### src/rtl/seq_stim_gen.sv
// Serial stimulus generator: shifts a captured pattern out LSB first on C, pulses done after.
// Optional response checker on Y compiled in with SEQ_STIM_CHECK_EN (adds err and mismatch_cnt).
module seq_stim_gen #(
  parameter int unsigned PAT_W = 16,
  parameter int unsigned LEN_W = 5
) (
  input  logic             clk,
  input  logic             rst_n,
  input  logic             pat_valid,
  output logic             pat_ready,
  input  logic [PAT_W-1:0] pat_data,
  input  logic [LEN_W-1:0] pat_len,
  output logic             C,
  output logic             c_valid,
  output logic             busy,
  output logic             done,
  input  logic             Y
`ifdef SEQ_STIM_CHECK_EN
  ,
  output logic             err,
  output logic [7:0]       mismatch_cnt
`endif
);

  typedef enum logic [1:0] {
    StIdle,
    StShift,
    StDone
  } state_e;

  state_e           state_q, state_d;
  logic [PAT_W-1:0] sr_q, sr_d;
  logic [LEN_W-1:0] cnt_q, cnt_d;
  logic             c_q, c_d;
  logic             cv_q, cv_d;

  logic             accept;
  logic [LEN_W-1:0] len_eff;

  assign accept  = pat_valid && (state_q == StIdle);
  assign len_eff = (pat_len > LEN_W'(PAT_W)) ? LEN_W'(PAT_W) : pat_len;

  // cnt_q holds the number of bits still to send after the one currently on C.
  always_comb begin
    state_d = state_q;
    sr_d    = sr_q;
    cnt_d   = cnt_q;
    c_d     = 1'b0;
    cv_d    = 1'b0;
    unique case (state_q)
      StIdle: begin
        if (accept) begin
          if (len_eff == '0) begin
            state_d = StDone;
          end else begin
            state_d = StShift;
            c_d     = pat_data[0];
            cv_d    = 1'b1;
            sr_d    = pat_data >> 1;
            cnt_d   = len_eff - LEN_W'(1);
          end
        end
      end
      StShift: begin
        if (cnt_q == '0) begin
          state_d = StDone;
        end else begin
          c_d   = sr_q[0];
          cv_d  = 1'b1;
          sr_d  = sr_q >> 1;
          cnt_d = cnt_q - LEN_W'(1);
        end
      end
      StDone: begin
        state_d = StIdle;
      end
      default: begin
        state_d = StIdle;
      end
    endcase
  end

  always_ff @(posedge clk) begin
    if (!rst_n) begin
      state_q <= StIdle;
      sr_q    <= '0;
      cnt_q   <= '0;
      c_q     <= 1'b0;
      cv_q    <= 1'b0;
    end else begin
      state_q <= state_d;
      sr_q    <= sr_d;
      cnt_q   <= cnt_d;
      c_q     <= c_d;
      cv_q    <= cv_d;
    end
  end

  assign pat_ready = (state_q == StIdle);
  assign busy      = (state_q == StShift) || (state_q == StDone);
  assign done      = (state_q == StDone);
  assign C         = c_q;
  assign c_valid   = cv_q;

`ifdef SEQ_STIM_CHECK_EN
  typedef enum logic [1:0] {
    ChkS0,
    ChkS1,
    ChkS2,
    ChkS3
  } chk_e;

  chk_e       chk_q, chk_d;
  logic       y_exp;
  logic       err_q, err_d;
  logic [7:0] mcnt_q, mcnt_d;

  // Reference model of the downstream circuit; tracks C every cycle, not just while shifting.
  always_comb begin
    chk_d = chk_q;
    unique case (chk_q)
      ChkS0:   chk_d = c_q ? ChkS1 : ChkS0;
      ChkS1:   chk_d = c_q ? ChkS1 : ChkS3;
      ChkS2:   chk_d = c_q ? ChkS2 : ChkS0;
      ChkS3:   chk_d = c_q ? ChkS2 : ChkS3;
      default: chk_d = ChkS0;
    endcase
  end

  assign y_exp = (chk_q == ChkS3) || ((chk_q == ChkS2) && c_q);

  always_comb begin
    err_d  = err_q;
    mcnt_d = mcnt_q;
    if (accept) begin
      err_d  = 1'b0;
      mcnt_d = '0;
    end else if (cv_q && (Y != y_exp)) begin
      err_d = 1'b1;
      if (mcnt_q != 8'hff) begin
        mcnt_d = mcnt_q + 8'd1;
      end
    end
  end

  always_ff @(posedge clk) begin
    if (!rst_n) begin
      chk_q  <= ChkS0;
      err_q  <= 1'b0;
      mcnt_q <= '0;
    end else begin
      chk_q  <= chk_d;
      err_q  <= err_d;
      mcnt_q <= mcnt_d;
    end
  end

  assign err          = err_q;
  assign mismatch_cnt = mcnt_q;
`else
  logic unused_y;
  assign unused_y = Y;
`endif

endmodule
### config.mk
export PLATFORM = sky130hd
export DESIGN_NAME = seq_stim_gen
export DESIGN_NICKNAME = d
export VERILOG_FILES = /design/src/rtl/seq_stim_gen.sv
export SDC_FILE = /design/constraint.sdc
export NUM_CORES = 1
export LEC_CHECK = 0
export ABC_AREA = 1
export CAP_MARGIN = 20
export CORE_ASPECT_RATIO = 2
export CORE_MARGIN = 4
export CORE_UTILIZATION = 35
export CTS_CLUSTER_SIZE = 14
export DETAILED_ROUTE_END_ITERATION = 8
export PLACE_DENSITY = 0.54
export REMOVE_ABC_BUFFERS = 1
export SYNTH_ARGS = -nofsm -noshare
export SYNTH_HDL_FRONTEND = slang
export SYNTH_SLANG_ARGS = --single-unit
### constraint.sdc
create_clock -name clk -period 3.11 [get_ports clk]
set_input_delay 0.622 -clock clk [delete_from_list [all_inputs] [get_ports clk]]
set_output_delay 0.622 -clock clk [all_outputs]
set_load 0.05 [all_outputs]
==> results of run 1 <==
==> worst max path at each step <==
stage	from	endpoint	cells past startpoint
6_report	state_q[1]$_SDFFE_PN0P_	pat_ready	3
5_1_grt	state_q[0]$_SDFFE_PN0P_	pat_ready	3
4_1_cts	state_q[0]$_SDFFE_PN0P_	pat_ready	3
3_5_place_dp	pat_len[4]	cnt_q[4]$_SDFFE_PN0P_	9
3_3_place_gp	pat_len[4]	cnt_q[4]$_SDFFE_PN0P_	9
2_1_floorplan	state_q[1]$_SDFFE_PN0P_	cnt_q[4]$_SDFFE_PN0P_	10
==> synth_stat cells, types with 2 or more instances <==
library cell,n
sky130_fd_sc_hd__buf_4,2
sky130_fd_sc_hd__dfxtp_1,24
sky130_fd_sc_hd__nand3_1,7
sky130_fd_sc_hd__o21ai_0,4
sky130_fd_sc_hd__nand4_1,14
sky130_fd_sc_hd__nor2_1,20
sky130_fd_sc_hd__ha_1,4
sky130_fd_sc_hd__buf_2,4
sky130_fd_sc_hd__buf_6,2
sky130_fd_sc_hd__nand4_2,2
sky130_fd_sc_hd__a21oi_1,20
sky130_fd_sc_hd__inv_1,17
sky130_fd_sc_hd__nand2_1,93
sky130_fd_sc_hd__clkbuf_1,3
==> cells by family after synthesis <==
family | count (synthesis) | share of synthesized area (%)
compound gates | 25 | 9.63
fa+ha+maj | 4 | 3.53
buf+inv | 31 | 10.3
flops | 24 | 33.9
simple gates | 139 | 42.6
==> routing by layer <==
metal  track usage [%]  share of wire, %
met1              14.2                39
met2              28.2                56
met3              1.53               3.4
met4              4.72               1.6
met5                 0                 0
==> flip-flops by register name (all words and copies together) (netlist names) <==
register,cells
state_q,2
cnt_q,5
c_valid,1
sr_q,15
C,1
==> critical path, delay by kind of cell, from the launching register on <==
family	cells	cell delay [ps]
adders and majority gates	1	260
buffers and inverters	2	920
DFF	1	320
==> metrics by stage <==
step	utilization, %	setup WS (ps)	hold WS [ps]
floorplan	-	953	441
global placement	44.5	815	450
detailed placement	44.5	803	455
CTS	45.6	706	468
global route	45.6	636	490
finish	45.6	720	465
==> power by group through the flow <==
stage	clock network, uW	registers [uW]	logic, uW
after CTS	193	401	486
final	182	400	476
after floorplan	0	412	333
after global routing	204	408	546
after global placement	0	406	483
after detailed placement	0	408	485
==> final cells by class <==
| type | count | area (um2) |
|---|---|---|
| clock buffers | 3 | 41.3 |
| inverters | 20 | 77.6 |
| fillers | 439 | 2110 |
| flip-flops and latches | 24 | 480 |
| well taps | 51 | 63.8 |
| multi-input cells | 168 | 790 |
| repair buffers | 33 | 318 |
==> qor.json, run 1 <==
{
  "status": {"value": "finished, final reports clean"},
  "core_area": {"value": 3880, "unit": "um2"},
  "synthesis.instances": {"value": 223},
  "synthDominantAreaCellType": {"value": "sky130_fd_sc_hd__dfxtp_1"},
  "critical_path_capture_point_type": {"value": "output port"},
  "detail_route.drc_violations": {"value": 0},
  "synth_area": {"value": 1420, "unit": "um2"},
  "timing.setup.tns": {"value": 0, "unit": "ps"},
  "cts_buffers": {"value": 3},
  "r2r-start": {"value": "state_q[1]$_SDFFE_PN0P_"},
  "grt.overflow.total": {"value": 0},
  "rsz_0062_raised_after_global_routing": {"value": "no"},
  "design.die.area": {"value": 5190, "unit": "um2"},
  "hold_path.startpoint": {"value": "sr_q[12]$_SDFFE_PN0P_"},
  "total_count_of_hold_check_failures_in_the_final_report": {"value": 0},
  "power-per-cell-area": {"value": 598, "unit": "nW/um2"},
  "dpl.cell_count": {"value": 296},
  "layout.cells.most_common": {"value": "sky130_fd_sc_hd__nand2_1"},
  "critical_path.max_stage_delay": {"value": 830, "unit": "ps"},
  "maxClockFrequency": {"value": 0.418, "unit": "GHz"},
  "drt-initial-drc-count": {"value": 19},
  "die_width": {"value": 53.0, "unit": "um"},
  "first_pass_iters": {"value": 3},
  "crit_type": {"value": "reg2out"},
  "clkSlewWorstSetupHoldPaths": {"value": 80, "unit": "ps"},
  "power_switching": {"value": 425, "unit": "uW"},
  "pwr-share-seq": {"value": 37.8, "unit": "%"},
  "rows": {"value": 32},
  "grt_start_max_net_pins": {"value": 27},
  "detail_route.wirelength": {"value": 3.36, "unit": "mm"},
  "stdcell_area": {"value": 1770, "unit": "um2"},
  "starting_density": {"value": 36.5, "unit": "%"},
  "max_cap_viol_count": {"value": 0},
  "place_congestion": {"value": 0.748},
  "synth_cell_types": {"value": 21},
  "async_flop_share": {"value": 0, "unit": "%"},
  "power.internal": {"value": 633, "unit": "uW"},
  "power.share.combinational": {"value": 45.0, "unit": "%"},
  "grt_first_pass_wirelength": {"value": 5.76, "unit": "mm"},
  "worst-endpoint-required": {"value": 2490, "unit": "ps"},
  "placement.io_buffers": {"value": 28},
  "r2r_end": {"value": "cnt_q[4]$_SDFFE_PN0P_"},
  "dp_hpwl": {"value": 2.55, "unit": "mm"},
  "clock_insertion_delay_worst_skew": {"value": 260, "unit": "ps"},
  "slew-limit-headroom": {"value": 67.1, "unit": "%"},
  "critical_path.slowest_cell": {"value": "sky130_fd_sc_hd__clkdlybuf4s50_1"},
  "antenna_cells_inserted": {"value": 0},
  "synth_top_flop_cell": {"value": "sky130_fd_sc_hd__dfxtp_1"},
  "critical_path.max_fanout": {"value": 4},
  "place_area": {"value": 1730, "unit": "um2"},
  "clockRootBuffer": {"value": "sky130_fd_sc_hd__clkbuf_8"},
  "post_synth_main_area_contributors": {"value": "sky130_fd_sc_hd__dfxtp_1 34%, sky130_fd_sc_hd__nand2_1 25%, sky130_fd_sc_hd__a21oi_1 7.1%"},
  "hold-path-cell-count": {"value": 2},
  "synth_enable_flop_cells": {"value": 0},
  "hold_end": {"value": "sr_q[12]$_SDFFE_PN0P_"},
  "synth-seq-cells": {"value": 24},
  "gr-usage-all-layers": {"value": 14.3, "unit": "%"},
  "clock_tree_from_tritoncts": {"value": "built"},
  "p_leak": {"value": 0.000820, "unit": "uW"},
  "number_of_max_slew_violations_in_the_final_report": {"value": 0},
  "fraction_of_the_yosys_area_taken_by_sequential_cells": {"value": 33.9, "unit": "%"},
  "vias_per_cell": {"value": 4.71},
  "final-setup-viol-count": {"value": 0},
  "post_cts.resized_instances": {"value": 0},
  "final.min_clock_period": {"value": 2390, "unit": "ps"},
  "worst_clock_skew": {"value": 3.64, "unit": "ps"},
  "synthToLayoutAreaGrowth": {"value": 25.0, "unit": "%"},
  "grt_pass1_vias": {"value": 1400},
  "worst_pin_slew": {"value": 492, "unit": "ps"},
  "netlist.area_leader.share": {"value": 33.9, "unit": "%"},
  "cp-start-kind": {"value": "flop"},
  "antenna_found_initial": {"value": 0},
  "vias": {"value": 1409},
  "synth.yosys.warnings": {"value": 0},
  "cts_setup_buffers": {"value": 0},
  "io_pins": {"value": 30},
  "reg2reg_slack": {"value": 1100, "unit": "ps"},
  "power": {"value": 1060, "unit": "uW"},
  "detail_route.wl_per_cell": {"value": 11.2, "unit": "um"},
  "post_route_clock_period_utilization": {"value": 76.8, "unit": "%"},
  "layout_common_cells": {"value": "93 x sky130_fd_sc_hd__nand2_1, 28 x sky130_fd_sc_hd__clkdlybuf4s50_1, 24 x sky130_fd_sc_hd__dfxtp_1, 20 x sky130_fd_sc_hd__nor2_1, 20 x sky130_fd_sc_hd__a21oi_1"},
  "final_layout_size_suffix_gt1_share": {"value": 6.05, "unit": "%"},
  "switching_share_of_power": {"value": 40.2, "unit": "%"},
  "clock_tree.htree_level_count": {"value": 1},
  "nets": {"value": 279},
  "timing.critical_path.cells": {"value": "inv_1, ha_1, clkdlybuf4s50_1"},
  "cp.arrival": {"value": 1770, "unit": "ps"},
  "die_y": {"value": 98.0, "unit": "um"},
  "synthesized_area_divided_by_synthesized_cell_count": {"value": 6.35, "unit": "um2"},
  "rr_worst_depth": {"value": 12},
  "cts.hold.buffers_added": {"value": 0},
  "clk_path_buf_depth": {"value": 2},
  "antenna_left": {"value": 0},
  "worst_ir_drop_vdd": {"value": 0.312, "unit": "mV"},
  "p_clk_share": {"value": 17.2, "unit": "%"},
  "timing.hold.worst.class": {"value": "reg2reg"},
  "cts_sinks": {"value": 24},
  "final-instance-count-excl-fill": {"value": 299}
}
(Power assumes the default switching activity.)
==> run 2: changes to the inputs <==
- clock period: 3.11 -> 2.5 ns (I/O delays scaled with it)
==> qor.json, run 2 (synthesis results as in run 1) <==
{
  "place_area": {"value": 1740, "unit": "um2", "change": "+0.87%"},
  "worst-endpoint-required": {"value": 2000, "unit": "ps", "change": "-490 ps"},
  "cts.hold.buffers_added": {"value": 0, "change": "unchanged"},
  "antenna_found_initial": {"value": 0, "change": "unchanged"},
  "critical_path.max_fanout": {"value": 3, "change": "-1"},
  "reg2reg_slack": {"value": 430, "unit": "ps", "change": "-670 ps"},
  "rows": {"value": 32, "change": "unchanged"},
  "endpoint": {"value": "busy"},
  "holdWs": {"value": 464, "unit": "ps", "change": "-1.11 ps"},
  "worst_pin_slew": {"value": 492, "unit": "ps", "change": "+0.287 ps"},
  "cts_sinks": {"value": 24, "change": "unchanged"},
  "r2r_end": {"value": "cnt_q[4]$_SDFFE_PN0P_"},
  "largest_register": {"value": "sr_q"},
  "grt_pass1_vias": {"value": 1421, "change": "+1.5%"},
  "gr-usage-all-layers": {"value": 14.7, "unit": "%", "change": "+0.48 points"},
  "critical_path.slowest_cell": {"value": "sky130_fd_sc_hd__clkdlybuf4s50_1"},
  "clk_path_buf_depth": {"value": 2, "change": "unchanged"},
  "critical_path.top_delay_family": {"value": "buffers and inverters"},
  "place_congestion": {"value": 0.731, "change": "-2.2%"},
  "clock_insertion_delay_worst_skew": {"value": 270, "unit": "ps", "change": "about the same"},
  "clockRootBuffer": {"value": "sky130_fd_sc_hd__clkbuf_8"},
  "worst_clock_skew": {"value": 4.16, "unit": "ps", "change": "+0.514 ps"},
  "max_cap_viol_count": {"value": 0, "change": "unchanged"},
  "rr_worst_depth": {"value": 10, "change": "-2"},
  "total_count_of_hold_check_failures_in_the_final_report": {"value": 0, "change": "unchanged"},
  "status": {"value": "finished, final reports clean"},
  "clock_tree.htree_level_count": {"value": 1, "change": "unchanged"},
  "grt_start_max_net_pins": {"value": 27, "change": "unchanged"},
  "starting_density": {"value": 36.5, "unit": "%", "change": "unchanged"},
  "design.die.area": {"value": 5190, "unit": "um2", "change": "unchanged"},
  "detail_route.wirelength": {"value": 3.41, "unit": "mm", "change": "+1.5%"},
  "final_layout_size_suffix_gt1_share": {"value": 6.80, "unit": "%", "change": "+0.75 points"},
  "placement.io_buffers": {"value": 28, "change": "unchanged"},
  "synthToLayoutAreaGrowth": {"value": 26.1, "unit": "%"},
  "final.min_clock_period": {"value": 2260, "unit": "ps"},
  "dp_hpwl": {"value": 2.56, "unit": "mm", "change": "+0.23%"},
  "antenna_cells_inserted": {"value": 0, "change": "unchanged"},
  "detail_route.drc_violations": {"value": 0, "change": "unchanged"},
  "rsz_0062_raised_after_global_routing": {"value": "no"},
  "largest_registers": {"value": "sr_q x15, cnt_q x5, state_q x2"},
  "drt-initial-drc-count": {"value": 17, "change": "-2"},
  "crit_type": {"value": "reg2out"},
  "post_cts.resized_instances": {"value": 0, "change": "unchanged"},
  "number_of_max_slew_violations_in_the_final_report": {"value": 0, "change": "unchanged"},
  "worstSetupPathDepth": {"value": 3, "change": "unchanged"},
  "clkSlewWorstSetupHoldPaths": {"value": 80, "unit": "ps", "change": "about the same"},
  "worst_ir_drop_vdd": {"value": 0.442, "unit": "mV", "change": "+41%"},
  "cts_setup_buffers": {"value": 0, "change": "unchanged"},
  "p_leak": {"value": 0.000829, "unit": "uW", "change": "+1.1%"},
  "grt.overflow.total": {"value": 0, "change": "unchanged"},
  "layout_common_cells": {"value": "93 x sky130_fd_sc_hd__nand2_1, 28 x sky130_fd_sc_hd__clkdlybuf4s50_1, 24 x sky130_fd_sc_hd__dfxtp_1, 20 x sky130_fd_sc_hd__nor2_1, 20 x sky130_fd_sc_hd__a21oi_1"},
  "die_y": {"value": 98.0, "unit": "um", "change": "unchanged"},
  "stdcell_area": {"value": 1790, "unit": "um2", "change": "+0.85%"},
  "critical_path.max_stage_delay": {"value": 790, "unit": "ps", "change": "-40 ps"},
  "die_width": {"value": 53.0, "unit": "um", "change": "unchanged"},
  "worstSetupStartpoint": {"value": "state_q[0]$_SDFFE_PN0P_"},
  "clock_tree_from_tritoncts": {"value": "built"},
  "timing.hold.worst.class": {"value": "reg2reg"},
  "critical_path_capture_point_type": {"value": "output port"},
  "final_core_util": {"value": 46.0, "unit": "%", "change": "+0.39 points"},
  "slew-limit-headroom": {"value": 67.1, "unit": "%", "change": "about the same"},
  "place_ws": {"value": 323, "unit": "ps", "change": "-480 ps"},
  "first_pass_iters": {"value": 3, "change": "unchanged"},
  "critPathBufInv": {"value": 2, "change": "unchanged"},
  "timing.critical_path.cells": {"value": "inv_1, ha_1, clkdlybuf4s50_1"},
  "cp-start-kind": {"value": "flop"},
  "timing.final.ws_setup": {"value": 240, "unit": "ps", "change": "-481 ps"},
  "largest_register_ffs": {"value": 15, "change": "unchanged"},
  "cts_buffers": {"value": 3, "change": "unchanged"},
  "nets": {"value": 281, "change": "+0.72%"},
  "vias": {"value": 1402, "change": "-0.50%"},
  "power-per-cell-area": {"value": 742, "unit": "nW/um2", "change": "+24%"},
  "post_route_clock_period_utilization": {"value": 90.4, "unit": "%"},
  "fillCellCount": {"value": 434, "change": "-1.1%"},
  "maxClockFrequency": {"value": 0.442, "unit": "GHz"},
  "core_area": {"value": 3880, "unit": "um2", "change": "unchanged"},
  "cp.arrival": {"value": 1760, "unit": "ps", "change": "about the same"},
  "vias_per_cell": {"value": 4.66, "change": "-1.2%"},
  "detail_route.wl_per_cell": {"value": 11.3, "unit": "um", "change": "+0.78%"},
  "timing.setup.tns": {"value": 0, "unit": "ps", "change": "unchanged"},
  "r2r-start": {"value": "state_q[1]$_SDFFE_PN0P_"},
  "final-setup-viol-count": {"value": 0, "change": "unchanged"},
  "hold-path-cell-count": {"value": 2, "change": "unchanged"},
  "io_pins": {"value": 30, "change": "unchanged"},
  "grt_first_pass_wirelength": {"value": 5.90, "unit": "mm", "change": "+2.4%"},
  "layout.cells.most_common": {"value": "sky130_fd_sc_hd__nand2_1"},
  "antenna_left": {"value": 0, "change": "unchanged"}
}
run 2: power by group:
part / total [uW] / switching (uW) / internal, uW
Combinational: 598 / 374 / 224
Clock: 229 / 121 / 108
Sequential: 498 / 38.5 / 460
Total: 1330 / 534 / 792
run 2: worst min-delay path by stage:
stage	start	to	slack [ps]
3_3_place_gp	sr_q[9]$_SDFFE_PN0P_	sr_q[9]$_SDFFE_PN0P_	450
4_1_cts	sr_q[8]$_SDFFE_PN0P_	sr_q[8]$_SDFFE_PN0P_	470
5_1_grt	sr_q[4]$_SDFFE_PN0P_	sr_q[4]$_SDFFE_PN0P_	480
3_5_place_dp	sr_q[8]$_SDFFE_PN0P_	sr_q[8]$_SDFFE_PN0P_	450
6_report	sr_q[10]$_SDFFE_PN0P_	sr_q[10]$_SDFFE_PN0P_	460
2_1_floorplan	sr_q[10]$_SDFFE_PN0P_	sr_q[10]$_SDFFE_PN0P_	440
run 2: metrics by stage:
step | cells | total power [uW]
CTS | 301 | 1350
global placement | 298 | 1110
floorplan | 212 | 927
global route | 301 | 1440
finish | 301 | 1330
detailed placement | 298 | 1120
run 2: worst register-to-register path, cell delays in order (launching register included):
cell and delay, ps:
sky130_fd_sc_hd__dfxtp_1 320, sky130_fd_sc_hd__inv_1 90, sky130_fd_sc_hd__ha_1 450, sky130_fd_sc_hd__nor2_1 200, sky130_fd_sc_hd__a21oi_1 220, sky130_fd_sc_hd__ha_1 220
sky130_fd_sc_hd__nand3_1 130, sky130_fd_sc_hd__o21ai_0 160, sky130_fd_sc_hd__nand2_1 60, sky130_fd_sc_hd__nor2_1 80, sky130_fd_sc_hd__nor2_1 50
run 2: cell type report:
type | count | area (um2) | share of cell area, %
well taps | 51 | 63.8 | 3.57
inverters | 20 | 77.6 | 4.34
clock buffers | 3 | 41.3 | 2.31
multi-input cells | 168 | 790 | 44.2
repair buffers | 35 | 333 | 18.6
flip-flops and latches | 24 | 480 | 26.9
run 2: per-layer routing:
layer	up-vias	GRT usage [%]	part of all wire, %
met3	5	1.37	3.2
met4	0	5.31	1.6
met1	614	15.7	41
met2	19	28.1	55
met5	-	0	0
li1	764	-	-
